### src/rtl/bin_to_bcd_converter_pkg.sv
// Shared definitions for the binary-to-BCD converter: FSM encoding,
// the overflow display pattern, and the largest value the digits can show.
// No logic of its own; constants and a constant function only.
package bin_to_bcd_converter_pkg;

   typedef enum logic [1:0] {
      ST_IDLE  = 2'd0,
      ST_SHIFT = 2'd1,
      ST_DONE  = 2'd2
   } state_t;

   // Digit pattern shown on every position when the operand cannot be displayed
   localparam logic [3:0] OVF_DIGIT = 4'hE;

   // Largest value representable with n decimal digits (10**n - 1)
   function automatic logic [31:0] max_val(input int unsigned n);
      logic [31:0] p;
      p = 32'd1;
      for (int unsigned i = 0; i < n; i++) begin
         p = p * 32'd10;
      end
      return p - 32'd1;
   endfunction

endpackage

### src/rtl/bin_to_bcd_converter_digit_adj.sv
// Purpose: double-dabble correction for one BCD digit (add 3 when digit >= 5).
// Latency: combinational, zero cycles.
// Backpressure: none; pure function of its input.
module bcd_digit_adj (
   input  logic [3:0] digit_in,
   output logic [3:0] digit_out
);

   // Digit is at most 9 here, so the 4-bit add never carries out
   assign digit_out = (digit_in >= 4'd5) ? digit_in + 4'd3 : digit_in;

endmodule

### src/rtl/bin_to_bcd_converter.sv
// Purpose: sequential binary-to-BCD converter (shift-add-3) for the 4-digit display.
// Latency: done pulses BIN_WIDTH+1 cycles after the accepting start edge.
// Backpressure: start is only sampled in IDLE; starts while busy are dropped, not queued.
module bin_to_bcd_converter
   import bin_to_bcd_converter_pkg::*;
#(
   parameter int BIN_WIDTH  = 14,
   parameter int NUM_DIGITS = 4
) (
   input  logic                    clk,
   input  logic                    reset,
   input  logic                    start,
   input  logic [BIN_WIDTH-1:0]    bin_value,
   output logic                    busy,
   output logic                    done,
   output logic                    overflow,
   output logic [4*NUM_DIGITS-1:0] digit_data
);

   localparam int              BCD_W    = 4 * NUM_DIGITS;
   localparam int              CNT_W    = $clog2(BIN_WIDTH + 1);
   localparam logic [31:0]     MAX_VAL  = max_val(NUM_DIGITS);
   localparam logic [CNT_W-1:0] LAST_BIT = CNT_W'(BIN_WIDTH - 1);

   state_t               state_q, state_d;
   logic [BIN_WIDTH-1:0] bin_q, bin_d;
   logic [BCD_W-1:0]     bcd_q, bcd_d;
   logic [BCD_W-1:0]     bcd_adj;
   logic [CNT_W-1:0]     cnt_q, cnt_d;
   logic                 ovf_pend_q, ovf_pend_d;
   logic [BCD_W-1:0]     digit_data_q, digit_data_d;
   logic                 overflow_q, overflow_d;
   logic                 done_q, done_d;

   // One correction slice per BCD digit of the accumulator
   for (genvar g = 0; g < NUM_DIGITS; g++) begin : g_adj
      bcd_digit_adj u_adj (
         .digit_in  (bcd_q[4*g +: 4]),
         .digit_out (bcd_adj[4*g +: 4])
      );
   end

   // Next-state: accept in IDLE, run exactly BIN_WIDTH shifts, one publish cycle
   always_comb begin
      state_d = state_q;
      unique case (state_q)
         ST_IDLE:  if (start) state_d = ST_SHIFT;
         ST_SHIFT: if (cnt_q == LAST_BIT) state_d = ST_DONE;
         ST_DONE:  state_d = ST_IDLE;
         default:  state_d = ST_IDLE;
      endcase
   end

   // Datapath: load operand, shift-add-3, and publish the result in one step
   always_comb begin
      bin_d        = bin_q;
      bcd_d        = bcd_q;
      cnt_d        = cnt_q;
      ovf_pend_d   = ovf_pend_q;
      digit_data_d = digit_data_q;
      overflow_d   = overflow_q;
      done_d       = 1'b0;
      unique case (state_q)
         ST_IDLE: begin
            if (start) begin
               bin_d      = bin_value;
               bcd_d      = '0;
               cnt_d      = '0;
               // Overflow is decided here; top bits lost in the shift don't matter
               ovf_pend_d = (32'(bin_value) > MAX_VAL);
            end
         end
         ST_SHIFT: begin
            {bcd_d, bin_d} = {bcd_adj, bin_q} << 1;
            cnt_d          = cnt_q + 1'b1;
         end
         ST_DONE: begin
            // Whole word updates at once so the display never sees a partial value
            digit_data_d = ovf_pend_q ? {NUM_DIGITS{OVF_DIGIT}} : bcd_q;
            overflow_d   = ovf_pend_q;
            done_d       = 1'b1;
         end
         default: ;
      endcase
   end

   // Outputs: busy spans SHIFT and DONE; the rest come straight from flops
   always_comb begin
      busy       = (state_q != ST_IDLE);
      done       = done_q;
      overflow   = overflow_q;
      digit_data = digit_data_q;
   end

   // State and working registers; reset abandons any conversion in flight
   always_ff @(posedge clk or posedge reset) begin
      if (reset) begin
         state_q      <= ST_IDLE;
         bin_q        <= '0;
         bcd_q        <= '0;
         cnt_q        <= '0;
         ovf_pend_q   <= 1'b0;
         digit_data_q <= '0;
         overflow_q   <= 1'b0;
         done_q       <= 1'b0;
      end else begin
         state_q      <= state_d;
         bin_q        <= bin_d;
         bcd_q        <= bcd_d;
         cnt_q        <= cnt_d;
         ovf_pend_q   <= ovf_pend_d;
         digit_data_q <= digit_data_d;
         overflow_q   <= overflow_d;
         done_q       <= done_d;
      end
   end

endmodule

### config.mk
export PLATFORM = sky130hd
export DESIGN_NAME = bin_to_bcd_converter
export DESIGN_NICKNAME = d
export VERILOG_FILES = /design/src/rtl/bin_to_bcd_converter_pkg.sv /design/src/rtl/bin_to_bcd_converter_digit_adj.sv /design/src/rtl/bin_to_bcd_converter.sv
export SDC_FILE = /design/constraint.sdc
export NUM_CORES = 1
export LEC_CHECK = 0
export ABC_AREA = 0
export CAP_MARGIN = 20
export CORE_MARGIN = 10
export CORE_UTILIZATION = 25
export DETAILED_ROUTE_END_ITERATION = 8
export PLACE_DENSITY = 0.43
export SETUP_SLACK_MARGIN = 0.15
export SYNTH_ARGS = -nofsm -noshare
export SYNTH_HDL_FRONTEND = slang
export SYNTH_SLANG_ARGS = --single-unit
### constraint.sdc
create_clock -name clk -period 3.8 [get_ports clk]
set_input_delay 0.38 -clock clk [delete_from_list [all_inputs] [get_ports clk]]
set_output_delay 0.38 -clock clk [all_outputs]
set_load 0.02 [all_outputs]
==> reports/metrics.yaml <==
final_layout:
  layout-drive-gt1-share: 0.0467
  layout.nets: 326
  final_common_cell: "dfrtp_1"
  final_util: 0.311
  syn_to_final_growth_pct: 21.9
  final_cell_mix: "55 x dfrtp_1, 49 x nand2_1, 40 x o21ai_0"
  n_antenna_cell: 0
clock_tree:
  postCtsSetupBuffers: 0
  clkTransAtPathRegs_ns: 0.11
  clk_path_buf_depth: 2
  clock_sinks: 55
  cts_hold_buf: 0
  cts_resized: 0
  cts_tree: "yes"
  h-tree-depth: 2
  clock_latency_ns: 0.31
  clockRootBuffer: "clkbuf_8"
  cts_made_buffers: 5
logic_synthesis:
  yosysTopAreaCell: "dfrtp_1"
  netlist_instances: 271
  ys_ff_latch: 55
  synth.distinct_cells: 32
  syn_area_um2: 2610
  ys_seq_area_frac: 0.528
  synth_top_area_share: 0.528
  synthTopCellsByArea: "dfrtp_1 53%, o21ai_0 7.7%, nand2_1 7.1%"
  syn-num-nets: 298
  postSynthAreaPerCell_um2: 9.62
  yosysWarnings: 0
setup_path:
  start_kind: "flip-flop"
  r2r_cells: 4
  cp.arrival_ns: 1.68
  r2r_slack_ns: 2.21
  cp_max_fo: 7
  crit_type: "reg2out"
  crit_end: "busy"
  r2r_start: "state_q[1]"
  r2r_end: "cnt_q[2]"
  cp.required_ns: 3.42
  end_kind: "primary output"
  crit_path_start: "state_q[0]"
global_route:
  grt_max_degree: 37
  grt_usage: 0.0823
  grt_use_met3: 0.0245
  grt_pass1_wl_um: 10000
  grt-ovfl-total: 0
  use_met1: 0.112
  antenna_found_initial: 0
  grt-busiest-layer: "met2"
  grt_pass1_vias: 2052
  grt_use_met2: 0.122
timing:
  tns_ns: 0
  relSlewSlack: 0.535
  finalHoldViolations: 0
  fin_crit_sh: 0.541
  fin_crit_ns: 2.06
  fin_skew_ns: 0.0130
  maxSlewViolCount: 0
  max_slew.worst_pin.slew_ns: 0.698
  fmax_ghz: 0.486
  rsz0062_at_grt: "no"
  finalSetupViolations: 0
flow_run:
  maxCapViolCount: 0
floorplan:
  core_um2: 10200
  dieWidth_um: 122
  rows: 37
  dieHeight_um: 122
  die-area_um2: 14900
  initial_core_util: 0.255
  num_io_pins: 36
route:
  via_per_inst: 4.43
  drt-total-wl_um: 5840
  firstDrtPassIters: 5
  ant_nets: 0
  wire_per_inst_um: 13.4
  vias: 1930
  drt-initial-drc-count: 123
  drc_errors: 0
power:
  internal_power_mw: 1.41
  p_per_area_nw_per_um2: 748
  seq_power_share: 0.419
  power_frac_clock: 0.178
  switching_share: 0.407
  leakage_nw: 1.34
  p_switching_mw: 0.966
  irDropWorstVdd_mv: 0.271
  combPwrFrac: 0.404
placed_design:
  portBuffers: 35
  dp.final_hpwl_um: 3930
  place_congestion: 0.700
min_path:
  min_path_type: "in2async"
status:
  status: "finished, final reports clean"
==> state kept, by name, summed over array words and instances (netlist names) <==
name,count
bcd_q,16
bin_q,14
cnt_q,4
digit_data,16
done,1
overflow,1
ovf_pend_q,1
state_q,2
==> critical path, stage by stage (launching register included) <==
cell	delay, ns
dfrtp_1	0.45
or2_1	0.26
clkdlybuf4s50_1	0.66
==> cells by family (layout without fill, tap and decap cells) <==
| logic type | Yosys count | count (layout) | share of synthesized area |
|---|---|---|---|
| AOI/OAI and AO/OA | 65 | 65 | 0.141 |
| xor gates and xnor gates | 6 | 6 | 0.0202 |
| adders and majority gates | 10 | 10 | 0.0480 |
| buffers and inverters | 29 | 58 | 0.0518 |
| DFF | 55 | 55 | 0.528 |
| muxes | 12 | 12 | 0.0461 |
| and+or+nand+nor | 94 | 94 | 0.165 |
==> per-layer routing <==
metal,wire length [um],vias to the layer above,part of all wire
met1,3040,909,0.52
met5,0,-,0
met3,364,5,0.062
met4,45,0,0.0077
li1,-,977,-
met2,2390,39,0.41
==> worst min-delay path by stage <==
stage	from	end	slack (ns)	depth (start not counted)
after floorplan	bin_q[13]	bcd_q[0]	0.45	2
after global placement	overflow	overflow	0.46	2
after detailed placement	bin_q[13]	bcd_q[0]	0.47	2
after CTS	reset	bcd_q[2]	0.47	2
after global routing	reset	bcd_q[2]	0.48	2
final	reset	bcd_q[2]	0.44	2
==> stage by stage <==
stage | cell area [um2] | power, mW | instances | setup WS, ns | hold WS [ns]
2_1_floorplan | 2610 | 1.68 | 271 | 2.08 | 0.448
6_report | 3180 | 2.38 | 436 | 1.74 | 0.439
5_1_grt | 3180 | 2.60 | 436 | 1.64 | 0.484
3_5_place_dp | 3060 | 1.98 | 428 | 1.98 | 0.468
3_3_place_gp | 3060 | 1.96 | 428 | 1.97 | 0.463
4_1_cts | 3180 | 2.41 | 436 | 1.71 | 0.469
==> synthesized netlist by cell type (all sizes together) <==
library cell / count
o31ai: 6
clkbuf: 12
nor4: 1
mux2i: 12
a31oi: 1
a21oi: 7
o21ai: 43
dfrtp: 55
nor2: 18
nand3: 10
or2b: 2
nand4: 1
xor2: 2
buf: 4
nand2: 49
inv: 13
nor3: 4
xnor2: 4
a22o: 1
o311ai: 5
o22ai: 1
o21bai: 1
and2b: 1
or2: 1
nor3b: 3
ha: 10
nand2b: 4
==> area by class of cell <==
class | count | area, um2
fillers | 1070 | 7050
flip-flops and latches | 55 | 1380
multi-input cells | 187 | 1090
repair buffers | 37 | 365
well taps | 136 | 170
clock buffers | 6 | 82.6
inverters | 13 | 48.8
clock inverters | 2 | 38.8
==> power by group through the flow <==
| stage | Clock, mW | Combinational, mW | Sequential, mW |
|---|---|---|---|
| after floorplan | 0 | 0.690 | 0.987 |
| after global placement | 0 | 0.958 | 1.00 |
| after detailed placement | 0 | 0.970 | 1.01 |
| after CTS | 0.438 | 0.975 | 0.995 |
| after global routing | 0.465 | 1.11 | 1.03 |
| final | 0.422 | 0.959 | 0.995 |
No activity file was read; power rests on OpenSTA's default activity.
